`config.mk`:
```
export PLATFORM = sky130hd
export DESIGN_NAME = operand_loader_flat
export DESIGN_NICKNAME = d
export VERILOG_FILES = /design/src/rtl/fp_io_pkg.sv /design/src/rtl/operand_loader_if.sv /design/src/rtl/operand_loader_btn_edge.sv /design/src/rtl/operand_loader.sv /design/src/flat_wrapper.sv
export SDC_FILE = /design/constraint.sdc
export NUM_CORES = 1
export LEC_CHECK = 0
export ABC_AREA = 0
export CAP_MARGIN = 40
export CORE_ASPECT_RATIO = 1.75
export CORE_MARGIN = 2
export CORE_UTILIZATION = 50
export CTS_BUF_LIST = sky130_fd_sc_hd__clkbuf_4 sky130_fd_sc_hd__clkbuf_8
export DETAILED_ROUTE_END_ITERATION = 8
export GPL_TIMING_DRIVEN = 0
export PLACE_DENSITY = 0.88
export SLEW_MARGIN = 40
export SYNTH_ARGS = -nofsm -noshare
export SYNTH_HDL_FRONTEND = slang
export SYNTH_HIERARCHICAL = 1
export SYNTH_SLANG_ARGS = --single-unit
export TNS_END_PERCENT = 100
```
`constraint.sdc`:
```
create_clock -name clk -period 10.75 [get_ports clk]
set_input_delay 1.6125 -clock clk [delete_from_list [all_inputs] [get_ports clk]]
set_output_delay 1.6125 -clock clk [all_outputs]
set_load 0.02 [all_outputs]
```
`src/rtl/fp_io_pkg.sv`:
```
// Shared definitions for the board-I/O to FP-ALU operand path:
// sequencer states, ALU op codes and flag bit positions.
package fp_io_pkg;

  typedef enum logic [2:0] {
    LOAD_A  = 3'd0,
    LOAD_B  = 3'd1,
    LOAD_OP = 3'd2,
    START   = 3'd3,
    WAIT    = 3'd4,
    SHOW    = 3'd5
  } state_e;

  localparam logic [1:0] OP_ADD = 2'd0;
  localparam logic [1:0] OP_SUB = 2'd1;
  localparam logic [1:0] OP_MUL = 2'd2;
  localparam logic [1:0] OP_DIV = 2'd3;

  // ALU flag positions; the timeout bit sits just above them in flags_q
  localparam int FLAG_NV      = 0;
  localparam int FLAG_DZ      = 1;
  localparam int FLAG_OF      = 2;
  localparam int FLAG_UF      = 3;
  localparam int FLAG_NX      = 4;
  localparam int FLAG_TIMEOUT = 5;

endpackage

```
`src/rtl/operand_loader_if.sv`:
```
// Board-side and ALU-side signals of the operand loader, bundled with
// a slave view for the loader and a master view for its environment.
interface operand_loader_if #(
   parameter int DATA_W = 32,
   parameter int SW_W   = 16,
   parameter int OP_W   = 2,
   parameter int FLAG_W = 5
);
   localparam int N     = DATA_W / SW_W;
   localparam int IDX_W = (N > 1) ? $clog2(N) : 1;

   logic              btnC;
   logic              cancel;
   logic [SW_W-1:0]   sw;
   logic              alu_done;
   logic [DATA_W-1:0] alu_result;
   logic [FLAG_W-1:0] alu_flags;
   logic [DATA_W-1:0] op_a;
   logic [DATA_W-1:0] op_b;
   logic [OP_W-1:0]   op_code;
   logic              alu_start;
   logic [DATA_W-1:0] result_q;
   logic [FLAG_W:0]   flags_q;
   logic [2:0]        phase;
   logic [IDX_W-1:0]  chunk_idx;
   logic              busy;

   modport slave (
      input  btnC, cancel, sw, alu_done, alu_result, alu_flags,
      output op_a, op_b, op_code, alu_start, result_q, flags_q, phase, chunk_idx, busy
   );

   modport master (
      output btnC, cancel, sw, alu_done, alu_result, alu_flags,
      input  op_a, op_b, op_code, alu_start, result_q, flags_q, phase, chunk_idx, busy
   );
endinterface

```
`src/rtl/operand_loader_btn_edge.sv`:
```
// Two-flop synchronizer for an asynchronous button followed by a
// rising-edge one-shot: a held button yields a single-cycle press.
module btn_edge (
   input  logic clk,
   input  logic reset,
   input  logic i_btn,
   output logic o_press
);
   logic r_s1, r_s2, r_s3;

   // NOTE: non-blocking assignments make the three flops shift in lockstep; blocking would collapse the chain.
   always_ff @(posedge clk or posedge reset) begin
      if (reset) begin
         r_s1 <= 1'b0;
         r_s2 <= 1'b0;
         r_s3 <= 1'b0;
      end else begin
         r_s1 <= i_btn;
         r_s2 <= r_s1;
         r_s3 <= r_s2;
      end
   end

   assign o_press = r_s2 & ~r_s3;
endmodule

```
`src/rtl/operand_loader.sv`:
```
// Operand sequencer: builds operands A and B from switch chunks, captures
// an op code, launches the ALU and latches its result or a timeout.
module operand_loader
   import fp_io_pkg::*;
#(
   parameter int DATA_W  = 32,
   parameter int SW_W    = 16,
   parameter int OP_W    = 2,
   parameter int FLAG_W  = 5,
   parameter int TIMEOUT = 64
) (
   input logic              clk,
   input logic              reset,
   operand_loader_if.slave  bus
);
   localparam int N     = DATA_W / SW_W;
   localparam int IDX_W = (N > 1) ? $clog2(N) : 1;
   localparam int TMO_W = $clog2(TIMEOUT + 1);

   state_e            r_state, w_state_nxt;
   logic [IDX_W-1:0]  r_idx, w_idx_nxt;
   logic [TMO_W-1:0]  r_tmo;
   logic [DATA_W-1:0] r_op_a, r_op_b, r_result;
   logic [OP_W-1:0]   r_op_code;
   logic [FLAG_W:0]   r_flags;
   logic              w_press, w_last_chunk, w_tmo_last;
   logic              w_wr_a, w_wr_b, w_wr_op, w_cap_done, w_cap_tmo;

   btn_edge u_btn_edge (
      .clk     (clk),
      .reset   (reset),
      .i_btn   (bus.btnC),
      .o_press (w_press)
   );

   assign w_last_chunk = (r_idx == IDX_W'(N - 1));
   assign w_tmo_last   = (r_tmo == TMO_W'(TIMEOUT - 1));

   always_ff @(posedge clk or posedge reset) begin
      if (reset) begin
         r_state <= LOAD_A;
         r_idx   <= '0;
      end else begin
         r_state <= w_state_nxt;
         r_idx   <= w_idx_nxt;
      end
   end

   // NOTE: every output of this block gets a default first so no path infers a latch.
   always_comb begin
      w_state_nxt = r_state;
      w_idx_nxt   = r_idx;
      w_wr_a      = 1'b0;
      w_wr_b      = 1'b0;
      w_wr_op     = 1'b0;
      w_cap_done  = 1'b0;
      w_cap_tmo   = 1'b0;
      if (bus.cancel && r_state != WAIT) begin
         w_state_nxt = LOAD_A;
         w_idx_nxt   = '0;
      end else begin
         case (r_state)
            LOAD_A, LOAD_B: begin
               if (w_press) begin
                  w_wr_a    = (r_state == LOAD_A);
                  w_wr_b    = (r_state == LOAD_B);
                  w_idx_nxt = w_last_chunk ? '0 : r_idx + 1'b1;
                  if (w_last_chunk) w_state_nxt = (r_state == LOAD_A) ? LOAD_B : LOAD_OP;
               end
            end
            LOAD_OP: begin
               if (w_press) begin
                  w_wr_op     = 1'b1;
                  w_state_nxt = START;
               end
            end
            START: w_state_nxt = WAIT;
            WAIT: begin
               // a result arriving on the expiry cycle still counts as a result
               if (bus.alu_done) begin
                  w_cap_done  = 1'b1;
                  w_state_nxt = SHOW;
               end else if (w_tmo_last) begin
                  w_cap_tmo   = 1'b1;
                  w_state_nxt = SHOW;
               end
            end
            SHOW: begin
               if (w_press) begin
                  w_state_nxt = LOAD_A;
                  w_idx_nxt   = '0;
               end
            end
            default: begin
               w_state_nxt = LOAD_A;
               w_idx_nxt   = '0;
            end
         endcase
      end
   end

   always_ff @(posedge clk or posedge reset) begin
      if (reset) begin
         r_op_a    <= '0;
         r_op_b    <= '0;
         r_op_code <= '0;
         r_result  <= '0;
         r_flags   <= '0;
         r_tmo     <= '0;
      end else begin
         if (w_wr_a) r_op_a[r_idx*SW_W +: SW_W] <= bus.sw;
         if (w_wr_b) r_op_b[r_idx*SW_W +: SW_W] <= bus.sw;
         if (w_wr_op) r_op_code <= bus.sw[OP_W-1:0];
         if (w_cap_done) begin
            r_result <= bus.alu_result;
            r_flags  <= {1'b0, bus.alu_flags};
         end else if (w_cap_tmo) begin
            r_flags  <= {1'b1, {FLAG_W{1'b0}}};
         end
         if (r_state == START)     r_tmo <= '0;
         else if (r_state == WAIT) r_tmo <= r_tmo + 1'b1;
      end
   end

   assign bus.op_a      = r_op_a;
   assign bus.op_b      = r_op_b;
   assign bus.op_code   = r_op_code;
   assign bus.result_q  = r_result;
   assign bus.flags_q   = r_flags;
   assign bus.phase     = r_state;
   assign bus.chunk_idx = r_idx;
   assign bus.alu_start = (r_state == START);
   assign bus.busy      = (r_state == START) || (r_state == WAIT);
endmodule

```
`src/flat_wrapper.sv`:
```
// flat-port wrapper written by rule: the top's interface ports become plain ports
module operand_loader_flat import fp_io_pkg::*;
#(
   parameter int DATA_W  = 32,
   parameter int SW_W    = 16,
   parameter int OP_W    = 2,
   parameter int FLAG_W  = 5,
   parameter int TIMEOUT = 64
)
  (clk, reset, bus_btnC, bus_cancel, bus_sw, bus_alu_done, bus_alu_result, bus_alu_flags, bus_op_a, bus_op_b, bus_op_code, bus_alu_start, bus_result_q, bus_flags_q, bus_phase, bus_chunk_idx, bus_busy);
  operand_loader_if #(.DATA_W(DATA_W), .SW_W(SW_W), .OP_W(OP_W), .FLAG_W(FLAG_W)) bus_i ();
  input logic clk;
  input logic reset;
  input wire logic [$bits(bus_i.btnC)-1:0] bus_btnC;
  input wire logic [$bits(bus_i.cancel)-1:0] bus_cancel;
  input wire logic [$bits(bus_i.sw)-1:0] bus_sw;
  input wire logic [$bits(bus_i.alu_done)-1:0] bus_alu_done;
  input wire logic [$bits(bus_i.alu_result)-1:0] bus_alu_result;
  input wire logic [$bits(bus_i.alu_flags)-1:0] bus_alu_flags;
  output wire logic [$bits(bus_i.op_a)-1:0] bus_op_a;
  output wire logic [$bits(bus_i.op_b)-1:0] bus_op_b;
  output wire logic [$bits(bus_i.op_code)-1:0] bus_op_code;
  output wire logic [$bits(bus_i.alu_start)-1:0] bus_alu_start;
  output wire logic [$bits(bus_i.result_q)-1:0] bus_result_q;
  output wire logic [$bits(bus_i.flags_q)-1:0] bus_flags_q;
  output wire logic [$bits(bus_i.phase)-1:0] bus_phase;
  output wire logic [$bits(bus_i.chunk_idx)-1:0] bus_chunk_idx;
  output wire logic [$bits(bus_i.busy)-1:0] bus_busy;
  assign bus_i.btnC = bus_btnC;
  assign bus_i.cancel = bus_cancel;
  assign bus_i.sw = bus_sw;
  assign bus_i.alu_done = bus_alu_done;
  assign bus_i.alu_result = bus_alu_result;
  assign bus_i.alu_flags = bus_alu_flags;
  assign bus_op_a = bus_i.op_a;
  assign bus_op_b = bus_i.op_b;
  assign bus_op_code = bus_i.op_code;
  assign bus_alu_start = bus_i.alu_start;
  assign bus_result_q = bus_i.result_q;
  assign bus_flags_q = bus_i.flags_q;
  assign bus_phase = bus_i.phase;
  assign bus_chunk_idx = bus_i.chunk_idx;
  assign bus_busy = bus_i.busy;
  operand_loader #(.DATA_W(DATA_W), .SW_W(SW_W), .OP_W(OP_W), .FLAG_W(FLAG_W), .TIMEOUT(TIMEOUT)) u_core (.clk(clk), .reset(reset), .bus(bus_i));
endmodule
```
---- Yosys cells after proc, flatten, opt, wreduce, memory -nomap -nowiden ----
Index checks and enable logic that the tools add are counted.
W data, S select, Z words.
word-level totals
  logic and storage cells ................. 76
  output and inout port bits .............. 110
  bits in registers ....................... 118
  input port bits ......................... 58
operators by class
  equal/unequal tests ..................... 13
  reduce and logical (&&, ||, !) cells .... 9
  mux-type cells .......................... 36
  $add $sub $neg .......................... 3
  bitwise logic cells ..................... 2
  shift operators ......................... 2
operators with widths
  cell                        number
  $bwmux W32                  2
  $neg A5 Y34                 1
  $shift A16 B34 Y32 const A  1
  $shiftx A16 B34 Y32         1
  $mux W3                     7
  $mux W1                     20
  $pmux W3 S5                 1
  $mux W7                     2
  $mux W6                     2
  $ne A3 B2 Y1 const B        3
  $add A7 B1 Y7 const B       1
  $eq A7 B6 Y1 const B        1
  $eq A3 B2 Y1 const B        2
  $eq A3 B3 Y1 const B        2
  $reduce_and A5 Y1           1
  $ne A4 B2 Y1 const B        1
  $reduce_bool A2 Y1          2
  $eq A3 B1 Y1 const B        1
  $logic_not A3 Y1            1
  $ne A3 B1 Y1 const B        1
  $ne A3 B3 Y1 const B        1
  $pmux W1 S3                 1
  $reduce_and A3 Y1           1
  $reduce_or A3 Y1            1
  8 further kinds             8

---- Logic depth before layout (Yosys ltp) ----
  word-level depth ........................ 7
  depth in mapped cells ................... 6
  depth with buffers taken out ............ 5

---- Cells and area by module ----
Netlist, hierarchy kept.
modules (own cells, without submodules)
  module          area each (um^2)  sequential area each (um^2)  times used  cells an instance
  operand_loader  4,551.9           2,877.8                      1           296
  btn_edge        92.6              75.1                         1           5

---- Least setup slack after synthesis ----
Ideal clock, no wire load.
  kind .................................... register to output
  from .................................... register u_core.r_state[2] (netlist: u_core/bus.phase[2])
  to ...................................... output port bus_busy
  path buffers ............................ 2
  cell stages (with the launch flop) ...... 6
  data required time ...................... 9.137 ns
  arrival ................................. 1.519 ns
  path slack .............................. 7.619 ns
  path through ............................ dfrtp_1 -> or3b_1 -> buf_6 -> and2_0 -> buf_2 -> inv_1
on the way
  cells in the longest elaborated chain, start to end .. 2
  elaborated cells on any way between the ends .. 3
  classes of those cells .................. eq/ne (2); reduce/logical (1)
ends and longest elaborated chain
  item                                          RTL line               text
  start, declared                               operand_loader.sv:20   state_e r_state, w_state_nxt;
  start signal, assigned                        operand_loader.sv:44   r_state <= w_state_nxt;
  $eq A3 B2 Y1 or $eq A3 B3 Y1 (tied branches)  operand_loader.sv:133  assign bus.busy = (r_state == START) || (r_state == WAIT);
  $logic_or A1 B1 Y1 *                          operand_loader.sv:133
  end, declared                                 flat_wrapper.sv:28     output wire logic [$bits(bus_i.busy)-1:0] bus_busy;
Every way passes the cells marked *; elsewhere a longest branch is shown, timed or not.

---- Worst setup path in the final report ----
Ends and elaborated chain as after synthesis.

==> results.py <==
metrics = {
    "clock_tree": {
        "cts_tree": "done",
        "cts.sinks": 118,
        "cts_resized": 0,
        "numCtsBuffers": 17,
        "clk_pin_slew_ns": 0.07,
        "cts_setup_buffers": 0,
        "insertion_delay_ns": 0.41,
        "htree_levels": 4,
        "clock_path_buffers": 2,
        "hold_buffers": 0,
        "cts-root-buf": "clkbuf_8",
    },
    "synth": {
        "synth_top_area_cell": "dfrtp_1",
        "netlist_area_um2": 4640,
        "synth_flop_cell": "dfrtp_1",
        "synth_nets": 360,
        "synth.area.top_cells": "dfrtp_1 (64%), mux2_2 (24%), a22o_1 (1.1%)",
        "ys_seq_area_share_pct": 63.6,
        "synthCells": 301,
        "yosysTopAreaCellShare_pct": 63.6,
        "yosysUniqueCellTypes": 41,
        "syn_avg_cell_area_um2": 15.4,
        "ys_ff_latch": 118,
        "yosysWarningCount": 6,
        "synth_edf_count": 0,
        "synth-async-reset-ratio_pct": 100,
    },
    "timing": {
        "drv_slew": 0,
        "fin_crit_sh_pct": 37.8,
        "rsz0062_at_grt": "false",
        "max_freq_ghz": 0.246,
        "worst_pin_slew_ns": 0.675,
        "finalHoldViolCount": 0,
        "min_period_ns": 4.07,
        "setup_ws_ns": 6.68,
        "tns_ns": 0,
        "slew-limit-headroom_pct": 54.5,
        "finalSetupViolCount": 0,
        "finClkSkew_ns": 0.00665,
    },
    "final_layout": {
        "drive_gt1_share_pct": 30.9,
        "postLayoutCoreUtil_pct": 76.7,
        "area_delta_synth_final_pct": 49.2,
        "mostFrequentLayoutCells": "clkdlybuf4s50_1 (167), dfrtp_1 (118), mux2_2 (98), clkbuf_8 (18), nand2_1 (10)",
        "n_antenna_cell": 0,
        "nets": 547,
        "fin_cells": 621,
        "final_common_cell": "clkdlybuf4s50_1",
    },
    "power": {
        "p_leak_nw": 3.04,
        "power_density_nw_per_um2": 288,
        "vdd_drop_max_v": 0.000170,
        "p_total_mw": 1.99,
    },
    "placed_design": {
        "port_buffers": 167,
        "post-dp-hpwl_mm": 8.39,
        "gp_congestion": 0.748,
        "dp_cells": 589,
        "pre_cts_slack_ns": 7.12,
    },
    "global_routing": {
        "grt_usage_pct": 23.7,
        "grt_max_degree": 64,
        "grt_pass1_vias": 3512,
        "grt_overflow": 0,
        "met1_usage_pct": 25.2,
        "use_met3_pct": 7.62,
        "antenna_found_initial": 0,
        "busiest_layer": "met2",
        "grt_pass1_wl_mm": 18.5,
        "gr-usage-met2_pct": 43.4,
    },
    "die": {
        "core_area_um2": 9040,
        "die_h_um": 131,
        "die_area_um2": 10100,
        "rows": 46,
        "ios": 168,
        "dieWidth_um": 76.9,
        "start_util_pct": 51.4,
    },
    "drt": {
        "antenna_left": 0,
        "drtPass1Iterations": 4,
        "dr_total_vias": 3247,
        "wire_per_inst_um": 18.3,
        "totalWireLength_mm": 11.4,
        "vias_per_cell": 5.23,
        "drc": 0,
        "first_iter_violations": 212,
    },
    "setup_path": {
        "crit_required_ns": 9.14,
        "timing_worst_setup_path_type": "reg2out",
        "critPathCaptureType": "primary output",
        "critPathMaxFanout": 9,
        "cp.arrival_ns": 2.46,
        "crit_path_start_kind": "register",
    },
    "run": {
        "drv_cap": 0,
    },
    "outcome": {
        "status": "complete, no violations",
    },
    "hold_path": {
        "hold_class": "reg2reg",
    },
}
[cell type report]
cell class | instances | area (um2)
buffer | 12 | 97.6
clock buffer | 22 | 278
clock inverter | 10 | 153
fill | 578 | 2100
inverter | 6 | 30.0
multi-input combinational | 165 | 1570
sequential | 118 | 2950
tap | 120 | 150
timing repair buffer | 168 | 1700
[critical path, cell delays in order, from the launching register on]
cell	delay [ns]
dfrtp_1	0.53
or3b_1	0.41
buf_6	0.15
and2_0	0.14
buf_2	0.15
inv_1	0.07
clkdlybuf4s50_1	0.60
[sequential cells by signal (all words and copies together), names as in the netlist]
signal and count:
u_core/bus.chunk_idx 1, u_core/r_tmo 7, u_core/bus.op_a 32, u_core/bus.result_q 32, u_core/u_btn_edge/r_s3 1, u_core/bus.op_b 32
u_core/u_btn_edge/r_s2 1, u_core/bus.flags_q 6, u_core/u_btn_edge/r_s1 1, u_core/bus.op_code 2, u_core/bus.phase 3
[stage by stage]
step                area [um2]  hold slack (ns)
floorplan                 4640            0.331
global placement          6470            0.344
detailed placement        6500            0.351
CTS                       6930            0.374
global route              6930            0.377
finish                    6930            0.368
[kinds of logic (layout without fill, tap and decap cells)]
| group | count (synthesis) | after routing | synth area share, % |
|---|---|---|---|
| flip-flops | 118 | 118 | 63.6 |
| multiplexers | 100 | 100 | 24.2 |
| AND/OR/NAND/NOR | 38 | 38 | 5.23 |
| AO/OA/AOI/OAI | 24 | 24 | 3.74 |
| buffers and inverters | 18 | 218 | 2.59 |
| XOR/XNOR | 2 | 2 | 0.377 |
| adder cells (fa/ha/maj) | 1 | 1 | 0.269 |
[synthesized netlist by cell type (2+ instances only)]
master and n:
dfrtp_1 118, mux2_2 98, nand2_1 10, nor2_1 8, a22o_1 6, buf_2 6
inv_1 5, o21ai_0 5, buf_6 4, nand2_2 4, and2_1 3, nand3_1 2
o22ai_1 2, o32ai_1 2, xor2_1 2
[report_power, final]
| part | switching, mW | internal [mW] | leakage (nW) |
|---|---|---|---|
| registers | 0.104 | 0.626 | 1.48 |
| logic | 0.384 | 0.445 | 1.34 |
| clock network | 0.167 | 0.267 | 0.224 |
[worst paths after layout]
kind | from | endpoint | slack [ns] | cells past startpoint
min in group asynchronous | reset | u_core/u_btn_edge/r_s2 | 1.54 | 2
min | u_core/u_btn_edge/r_s1 | u_core/u_btn_edge/r_s2 | 0.37 | 0
max | u_core/bus.phase[2] | bus_busy | 6.68 | 6
max in group asynchronous | reset | u_core/bus.op_b[8] | 8.49 | 3
min reg2reg | u_core/u_btn_edge/r_s1 | u_core/u_btn_edge/r_s2 | 0.37 | 0
max reg2reg | u_core/bus.phase[2] | u_core/bus.result_q[2] | 8.78 | 6
[layer usage]
metal  wire [um]  vias up  part of all wire, %
li1            -     1454                    -
met3         719       14                  6.3
met2        6420      139                   56
met4         144        0                  1.3
met5           0        -                    0
met1        4110     1640                   36
Power figures use the tool's default switching activity.
